<file path="config.mk">
export PLATFORM = sky130hd
export DESIGN_NAME = uart_rx_param
export DESIGN_NICKNAME = d
export VERILOG_FILES = /design/src/rtl/uart_pkg.sv /design/src/rtl/uart_sync2.sv /design/src/rtl/uart_rx_param.sv
export SDC_FILE = /design/constraint.sdc
export NUM_CORES = 1
export LEC_CHECK = 0
export BUFFER_PORTS_ARGS = -buffer_cell sky130_fd_sc_hd__buf_2
export CORE_MARGIN = 5
export CORE_UTILIZATION = 30
export DETAILED_ROUTE_END_ITERATION = 8
export PLACE_DENSITY = 0.48
export RECOVER_POWER = 50
export SLEW_MARGIN = 20
export SYNTH_ARGS = -nofsm -noshare
export SYNTH_HDL_FRONTEND = slang
export SYNTH_SLANG_ARGS = --single-unit
</file>
<file path="constraint.sdc">
create_clock -name clk -period 1.8 [get_ports clk]
set_input_delay 0 -clock clk [delete_from_list [all_inputs] [get_ports clk]]
set_output_delay 0 -clock clk [all_outputs]
set_load 0.02 [all_outputs]
</file>
<file path="src/rtl/uart_pkg.sv">
// Shared types and constants for the UART receiver: FSM states, counter widths
// and the three mid-bit sample positions as functions of the oversampling ratio.
package uart_pkg;

  typedef enum logic [2:0] {
    IDLE,
    START,
    DATA,
    PARITY,
    STOP,
    BRKWAIT
  } uart_rx_state_t;

  localparam int S_W = $clog2(32);
  localparam int N_W = 4;

  function automatic logic [S_W-1:0] vote_lo(input int os);
    return S_W'(os / 2 - 1);
  endfunction

  function automatic logic [S_W-1:0] vote_mid(input int os);
    return S_W'(os / 2);
  endfunction

  // The vote completes on this tick, so all bit decisions happen here.
  function automatic logic [S_W-1:0] vote_hi(input int os);
    return S_W'(os / 2 + 1);
  endfunction

endpackage

</file>
<file path="src/rtl/uart_sync2.sv">
// Two-flop synchroniser resetting to 1 (idle level of a UART/CTS line).
import uart_pkg::*;

module uart_sync2 (
  input  logic clk,
  input  logic reset,
  input  logic d_i,
  output logic q_o
);

  logic [1:0] sync_q;

  always_ff @(posedge clk or posedge reset) begin
    if (reset) begin
      sync_q <= 2'b11;
    end else begin
      sync_q <= {sync_q[0], d_i};
    end
  end

  assign q_o = sync_q[1];

endmodule

</file>
<file path="src/rtl/uart_rx_param.sv">
// Parametrised UART receiver with majority vote, false-start and break handling,
// and a valid/ready output register. Parity bit enabled by UART_RX_PARITY_EN.
import uart_pkg::*;

module uart_rx_param #(
  parameter int DBIT       = 8,
  parameter int OVERSAMPLE = 16,
  parameter int STOP_BITS  = 1,
  parameter bit PARITY_ODD = 1'b0
) (
  input  logic            clk,
  input  logic            reset,
  input  logic            rx,
  input  logic            s_tick,
  output logic [DBIT-1:0] rx_data,
  output logic            rx_valid,
  input  logic            rx_ready,
  output logic            frame_err,
  output logic            parity_err,
  output logic            overrun,
  output logic            busy
);

`ifdef UART_RX_PARITY_EN
  localparam bit PAR_EN = 1'b1;
`else
  localparam bit PAR_EN = 1'b0;
`endif

  localparam logic [S_W-1:0] V_LO    = vote_lo(OVERSAMPLE);
  localparam logic [S_W-1:0] V_MID   = vote_mid(OVERSAMPLE);
  localparam logic [S_W-1:0] V_HI    = vote_hi(OVERSAMPLE);
  localparam logic [S_W-1:0] S_LAST  = S_W'(OVERSAMPLE - 1);
  localparam logic [N_W-1:0] N_DLAST = N_W'(DBIT - 1);
  localparam logic [N_W-1:0] N_SLAST = N_W'(STOP_BITS - 1);

  uart_rx_state_t  state_q, state_d;
  logic [S_W-1:0]  s_q, s_d;
  logic [N_W-1:0]  n_q, n_d;
  logic [DBIT-1:0] sh_q, sh_d;
  logic [1:0]      samp_q, samp_d;
  logic            ferr_q, ferr_d;
  logic            perr_q, perr_d;
  logic            stop1_q, stop1_d;
  logic            rx_s, vote, tick_hi, tick_end, complete, brk;

  logic [DBIT-1:0] data_q;
  logic            valid_q, valid_d;
  logic            fe_q, pe_q;
  logic            overrun_q, overrun_d;
  logic            busy_q, busy_d;
  logic            load;

  uart_sync2 u_sync (
    .clk   (clk),
    .reset (reset),
    .d_i   (rx),
    .q_o   (rx_s)
  );

  always_ff @(posedge clk or posedge reset) begin
    if (reset) begin
      state_q <= IDLE;
      s_q     <= '0;
      n_q     <= '0;
      sh_q    <= '0;
      samp_q  <= '0;
      ferr_q  <= 1'b0;
      perr_q  <= 1'b0;
      stop1_q <= 1'b0;
    end else begin
      state_q <= state_d;
      s_q     <= s_d;
      n_q     <= n_d;
      sh_q    <= sh_d;
      samp_q  <= samp_d;
      ferr_q  <= ferr_d;
      perr_q  <= perr_d;
      stop1_q <= stop1_d;
    end
  end

  always_comb begin
    state_d  = state_q;
    s_d      = s_q;
    n_d      = n_q;
    sh_d     = sh_q;
    samp_d   = samp_q;
    ferr_d   = ferr_q;
    perr_d   = perr_q;
    stop1_d  = stop1_q;
    complete = 1'b0;
    brk      = 1'b0;
    vote     = (samp_q[0] & samp_q[1]) | (rx_s & (samp_q[0] | samp_q[1]));
    tick_hi  = s_tick && (s_q == V_HI);
    tick_end = s_tick && (s_q == S_LAST);

    if (s_tick && state_q != IDLE && state_q != BRKWAIT) begin
      s_d = tick_end ? '0 : s_q + 1'b1;
      if (s_q == V_LO)  samp_d[0] = rx_s;
      if (s_q == V_MID) samp_d[1] = rx_s;
    end

    case (state_q)
      IDLE: begin
        if (!rx_s) begin
          state_d = START;
          s_d     = '0;
          ferr_d  = 1'b0;
          perr_d  = 1'b0;
          stop1_d = 1'b0;
        end
      end
      START: begin
        if (tick_hi && vote) begin
          state_d = IDLE;
        end else if (tick_end) begin
          state_d = DATA;
          n_d     = '0;
        end
      end
      DATA: begin
        if (tick_hi) sh_d = {vote, sh_q[DBIT-1:1]};
        if (tick_end) begin
          n_d = n_q + 1'b1;
          if (n_q == N_DLAST) begin
            n_d     = '0;
            state_d = PAR_EN ? PARITY : STOP;
          end
        end
      end
      PARITY: begin
        if (tick_hi) perr_d = vote ^ (^sh_q) ^ PARITY_ODD;
        if (tick_end) begin
          state_d = STOP;
          n_d     = '0;
        end
      end
      STOP: begin
        if (tick_hi) begin
          ferr_d  = ferr_q | ~vote;
          stop1_d = stop1_q | vote;
          // Last stop bit completes at the vote, leaving half a bit of slack.
          if (n_q == N_SLAST) begin
            complete = 1'b1;
            brk      = (sh_q == '0) && !stop1_d;
            state_d  = brk ? BRKWAIT : IDLE;
          end
        end else if (tick_end) begin
          n_d = n_q + 1'b1;
        end
      end
      BRKWAIT: begin
        if (rx_s) state_d = IDLE;
      end
      default: state_d = IDLE;
    endcase
  end

  always_comb begin
    load      = complete && (!valid_q || rx_ready);
    overrun_d = complete && !load;
    valid_d   = valid_q;
    if (load)          valid_d = 1'b1;
    else if (rx_ready) valid_d = 1'b0;
    busy_d    = (state_q != IDLE);
  end

  always_ff @(posedge clk or posedge reset) begin
    if (reset) begin
      data_q    <= '0;
      valid_q   <= 1'b0;
      fe_q      <= 1'b0;
      pe_q      <= 1'b0;
      overrun_q <= 1'b0;
      busy_q    <= 1'b0;
    end else begin
      valid_q   <= valid_d;
      overrun_q <= overrun_d;
      busy_q    <= busy_d;
      if (load) begin
        data_q <= sh_q;
        fe_q   <= ferr_d;
        pe_q   <= perr_q;
      end
    end
  end

  assign rx_data    = data_q;
  assign rx_valid   = valid_q;
  assign frame_err  = fe_q;
  assign parity_err = PAR_EN & pe_q;
  assign overrun    = overrun_q;
  assign busy       = busy_q;

endmodule
</file>
==> Word level (Yosys, flattened, before mapping) <==
Index checks and enable logic that the tools add are counted.
{ "totals": {"output_inout_bits": 13, "wordCells": 103, "reg_bits": 38} }
{ "classes": {"n_addsub": 2, "bitwise_logic": 7, "eq_ne": 22, "n_reduce_logical": 25, "muxes": 33} }
{ "ops": {"columns": ["cell", "count"], "rows": [
  ["3-bit two-way mux", 10],
  ["4-bit two-way mux", 6],
  ["5-bit two-way mux", 4],
  ["2-bit != test, second input constant", 9],
  ["3-bit case mux with 6 select lines", 1],
  ["4-bit case mux with 4 select lines", 1],
  ["5-bit by 4-bit == test with 1-bit output, second input constant", 3],
  ["1-bit two-way mux", 9],
  ["1-bit logical AND", 8],
  ["8-bit logical NOT", 1],
  ["8-bit AND reduction", 1],
  ["3-bit by 2-bit == test with 1-bit output, second input constant", 2],
  ["3-bit == test, second input constant", 2],
  ["3-bit != test, second input constant", 2],
  ["2-bit AND reduction", 3],
  ["5-bit by 1-bit adder with 5-bit output, second input constant", 1],
  ["5-bit by 3-bit == test with 1-bit output, second input constant", 1],
  ["5-bit AND reduction", 1],
  ["4-bit by 1-bit adder with 4-bit output, second input constant", 1],
  ["4-bit by 3-bit == test with 1-bit output, second input constant", 1],
  ["4-bit logical NOT", 1],
  ["1-bit OR", 4],
  ["1-bit case mux with 2 select lines", 2],
  ["2-bit nonzero test", 2],
  ["10 further kinds", 13]
]} }

==> Depth between registers and ports, before layout <==
{ "logic_depth": {"ltp_word": 10, "mapped_depth": 8, "ltp_nobuf": 7} }

==> Cells and area by module <==
Synthesis repeated with hierarchy kept, for this count alone.
{ "unflattened": {"hier_cells": 166, "area_unflattened_um2": 1870.5} }
{ "modules_own_cells": {"columns": ["mod", "area_each_um2", "cells_each", "seq_area_each_um2", "instances"], "rows": [
  ["uart_rx_param", 1814.2, 163, 900.9, 1],
  ["uart_sync2", 56.3, 3, 52.6, 1]
]} }

==> Least setup slack after synthesis <==
Ideal clock, no wire load.
{ "synth_path": {"path_type": "flip-flop to flip-flop", "start": "register state_q[1]", "end": "register fe_q, in the netlist frame_err", "path_slack_ns": 0.024, "t_arrival_ns": 1.651, "stages_incl_launch_ff": 7, "n_path_buf": 1, "synth_period_minus_slack_ns": 1.776, "path_cell_list": "dfrtp_1 -> or3b_4 -> nor3_4 -> nand3_2 -> nor2b_2 -> buf_6 -> mux2_4"} }
{ "synth_between": {"elab_chain_cells": 3, "word_cells_on_any_way": 5} }
{ "synth_rtl": {"columns": ["item", "line", "source"], "rows": [
  ["from (decl)", "uart_rx_param.sv:37", "uart_rx_state_t state_q, state_d;"],
  ["from (signal assigned)", "uart_rx_param.sv:72", "state_q <= state_d;"],
  ["3-bit == test", "uart_rx_param.sv:104", "case (state_q)"],
  ["1-bit two-way mux", "uart_rx_param.sv:104", null],
  ["1-bit logical AND", "uart_rx_param.sv:161", "load = complete && (!valid_q || rx_ready);"],
  ["to (signal assigned)", "uart_rx_param.sv:183", "fe_q <= ferr_d;"],
  ["to (decl)", "uart_rx_param.sv:49", "logic fe_q, pe_q;"]
]} }
Parallel ways exist; a longest one is shown, timed or not.
A chain may end at the register's enable or synchronous reset.

==> Final worst setup path <==
{ "layout_path": {"start": "register state_q[1]", "end": "register data_q[7], in the netlist rx_data[7]"} }
{ "layout_between": {"elab_chain_cells": 3} }
{ "layout_rtl": {"columns": ["item", "line", "source"], "rows": [
  ["3-bit == test", "uart_rx_param.sv:104", null],
  ["1-bit two-way mux", "uart_rx_param.sv:104", null],
  ["1-bit logical AND", "uart_rx_param.sv:161", null],
  ["to (signal assigned)", "uart_rx_param.sv:182", "data_q <= sh_q;"],
  ["to (decl)", "uart_rx_param.sv:47", "logic [DBIT-1:0] data_q;"]
]} }
Every way passes these cells.

==> impl_metrics.json <==
{
  "p_leak_nw": 1.19,
  "cts_max_level": 2,
  "antenna_found_initial": 0,
  "clock_latency_ns": 0.29,
  "power.total_mw": 2.46,
  "synth.distinct_cells": 54,
  "crit_path_start_kind": "flip-flop",
  "ys.flop_type": "dfrtp_1",
  "fmax_ghz": 0.547,
  "post-place-cells": 277,
  "die_h_um": 89.1,
  "crit_fanout": 9,
  "ir_worst_vdd_v": 0.000626,
  "grt_pass1_wl_mm": 7.02,
  "clock_sinks": 38,
  "power_frac_seq_pct": 41.2,
  "coreArea_um2": 5990,
  "numCtsBuffers": 5,
  "drive_gt1_share_pct": 46.0,
  "wl_per_cell_um": 14.4,
  "power.density_nw_per_um2": 977,
  "period_minus_slack_ns": 1.83,
  "grt_usage_pct": 11.4,
  "tns_ns": -0.221,
  "crit_start": "state_q[1]$_DFFE_PP0P_",
  "drt-initial-drc-count": 87,
  "syn_to_final_growth_pct": 33.8,
  "cts.path.max_buffers": 2,
  "cpMaxStageDelayCell": "or3b_4",
  "finalInstanceArea_um2": 2510,
  "die_w_um": 89.1,
  "gp_congestion": 0.884,
  "route.detailed.drc": 0,
  "setup_viol": 10,
  "pre_cts_slack_ns": -0.0680,
  "synth_edf_count": 0,
  "clk_pin_slew_ns": 0.07,
  "slew_violations": 0,
  "hp-class": "input pin to flip-flop",
  "boundaryPins": 18,
  "cts-root-buf": "clkbuf_8",
  "synth_cells": 163,
  "dpl.hpwl_mm": 2.83,
  "cp.required_ns": 1.97,
  "arrival_ns": 2.00,
  "yosysWarnings": 0,
  "grt_max_degree": 39,
  "via_count": 1411,
  "relSlewSlack_pct": 36.3,
  "hold_viol_final": 0,
  "worst-path-buf-inv": 1,
  "clkPwrFrac_pct": 30.6,
  "worstReg2RegStart": "state_q[1]$_DFFE_PP0P_",
  "period_share_pct": 102,
  "grt-ovfl-total": 0,
  "crit_family": "simple AND/OR/NAND/NOR gates",
  "synth_area_per_cell_um2": 11.5,
  "endpoint_kind": "flip-flop",
  "internal_power_mw": 1.77,
  "dieArea_um2": 7950,
  "violations": "setup timing",
  "drt-vias-per-instance": 4.87,
  "totalWireLength_mm": 4.17,
  "cp_slowest_stage_delay_ns": 0.43,
  "grt_setup_unrepaired": "yes",
  "row_count": 28,
  "ant_nets": 0,
  "async_flop_share_pct": 100,
  "pwr-share-comb_pct": 28.3,
  "ys_seq_area_share_pct": 50.7,
  "final_cell_mix": "dfrtp_1, buf_4, nor2_1",
  "hold_slack_ns": 0.00143,
  "stdcell_count": 290,
  "swShare_pct": 28.0,
  "syn_area_um2": 1880,
  "skew_ns": 0.00269,
  "ys_ff_latch": 38,
  "start_util_pct": 31.4,
  "min_from": "rx_ready",
  "final_common_cell": "dfrtp_1",
  "drv_cap": 0,
  "placed_area_um2": 2260,
  "cts_tree": "yes",
  "worst_slew_pin_slew_ns": 0.955,
  "num_antenna_cells": 0,
  "io_buffers": 16,
  "cp_cell_sequence": "or3b_4 -> nor3_4 -> nand3_2 -> nor2b_4 -> buf_12 -> mux2_4",
  "critPathKind": "flip-flop to flip-flop",
  "drtPass1Iterations": 4,
  "syn-num-nets": 173,
  "fin_util_pct": 42.0,
  "status": "finished, violations left",
  "p_switching_uw": 687,
  "grt_pass1_vias": 1460,
  "nets": 224,
  "setup_ws_ns": -0.0285
}
metal layers:
| layer | vias up | global-route usage [%] | wire, µm |
|---|---|---|---|
| li1 | 676 | - | - |
| met1 | 695 | 14.3 | 1860 |
| met2 | 36 | 18.9 | 2060 |
| met3 | 4 | 3.50 | 201 |
| met4 | 0 | 3.65 | 44 |
| met5 | - | 0 | 0 |
worst reg2reg max path, delay by kind of cell (launching register included):
| family | cells | cell delay (ns) |
|---|---|---|
| buf+inv | 1 | 0.15 |
| flops | 1 | 0.38 |
| mux | 1 | 0.31 |
| simple gates | 4 | 0.87 |
logic make-up after synthesis:
| kind of cell | Yosys count | synth area share [%] |
|---|---|---|
| multiplexers | 23 | 15.5 |
| AND/OR/NAND/NOR | 51 | 15.2 |
| XOR/XNOR | 2 | 0.932 |
| other | 1 | 0.200 |
| adder cells (fa/ha/maj) | 6 | 3.93 |
| buffers and inverters | 15 | 3.73 |
| AO/OA/AOI/OAI | 27 | 9.79 |
| flip-flops | 38 | 50.7 |
what timing repair did:
item / 4_1_cts / 5_1_grt
endpoints found under the setup margin: 11 / 13
hold buffers: 2 / 0
resized for setup: 12 / 7
endpoints found under the hold margin: 37 / 0
pin swaps: 3 / 2
setup buffers: 2 / 1
registers in the layout (all words and copies together), names as in the netlist:
signal and cells:
busy 1, ferr_q 1, frame_err 1, n_q 4, overrun 1, rx_data 8, rx_valid 1, s_q 5
samp_q 2, sh_q 8, state_q 3, stop1_q 1, u_sync.sync_q 2
cell usage after synthesis (2+ instances only):
cell      number  area share (%)
nor4_1         3             1.0
nor2b_1        2            0.67
nand2_1        7             1.4
o21ai_0        5             1.3
mux2_1         3             1.8
mux2_4         9             7.2
dfstp_2        2             2.8
a21oi_1        7             1.9
nand3_1        6             1.6
nand2b_1       2            0.67
clkbuf_1       2            0.40
ha_1           5             3.3
inv_1          8             1.6
nor2_1        17             3.4
buf_2          2            0.53
mux2_2        10             6.0
dfrtp_1       36              48
area by class of cell:
type                       count  area (µm²)
clock buffer                   7        86.3
clock inverter                 1        30.0
fill                         562        3480
inverter                       9        33.8
multi-input combinational    110         951
sequential                    38         953
tap                           75        93.8
timing repair buffer          50         367
final timing paths:
kind | endpoint | slack, ns | cells after the start
max | rx_data[7]$_DFFE_PP0P_ | -0.03 | 6
min | overrun$_DFF_PP0_ | 0.001 | 3
max reg2reg | rx_data[7]$_DFFE_PP0P_ | -0.03 | 6
min reg2reg | u_sync.sync_q[1]$_DFF_PP1_ | 0.36 | 0
max in group asynchronous | sh_q[7]$_DFFE_PP0P_ | 0.67 | 4
min in group asynchronous | rx_data[6]$_DFFE_PP0P_ | 0.55 | 4
power by group through the flow:
stage | Sequential (mW) | Clock [mW] | Combinational (mW)
detailed placement | 1.01 | 0 | 0.597
global placement | 1.01 | 0 | 0.571
global route | 1.03 | 0.809 | 0.770
floorplan | 1.04 | 0 | 0.291
finish | 1.01 | 0.751 | 0.694
CTS | 1.01 | 0.765 | 0.657
(Power assumes the default switching activity.)
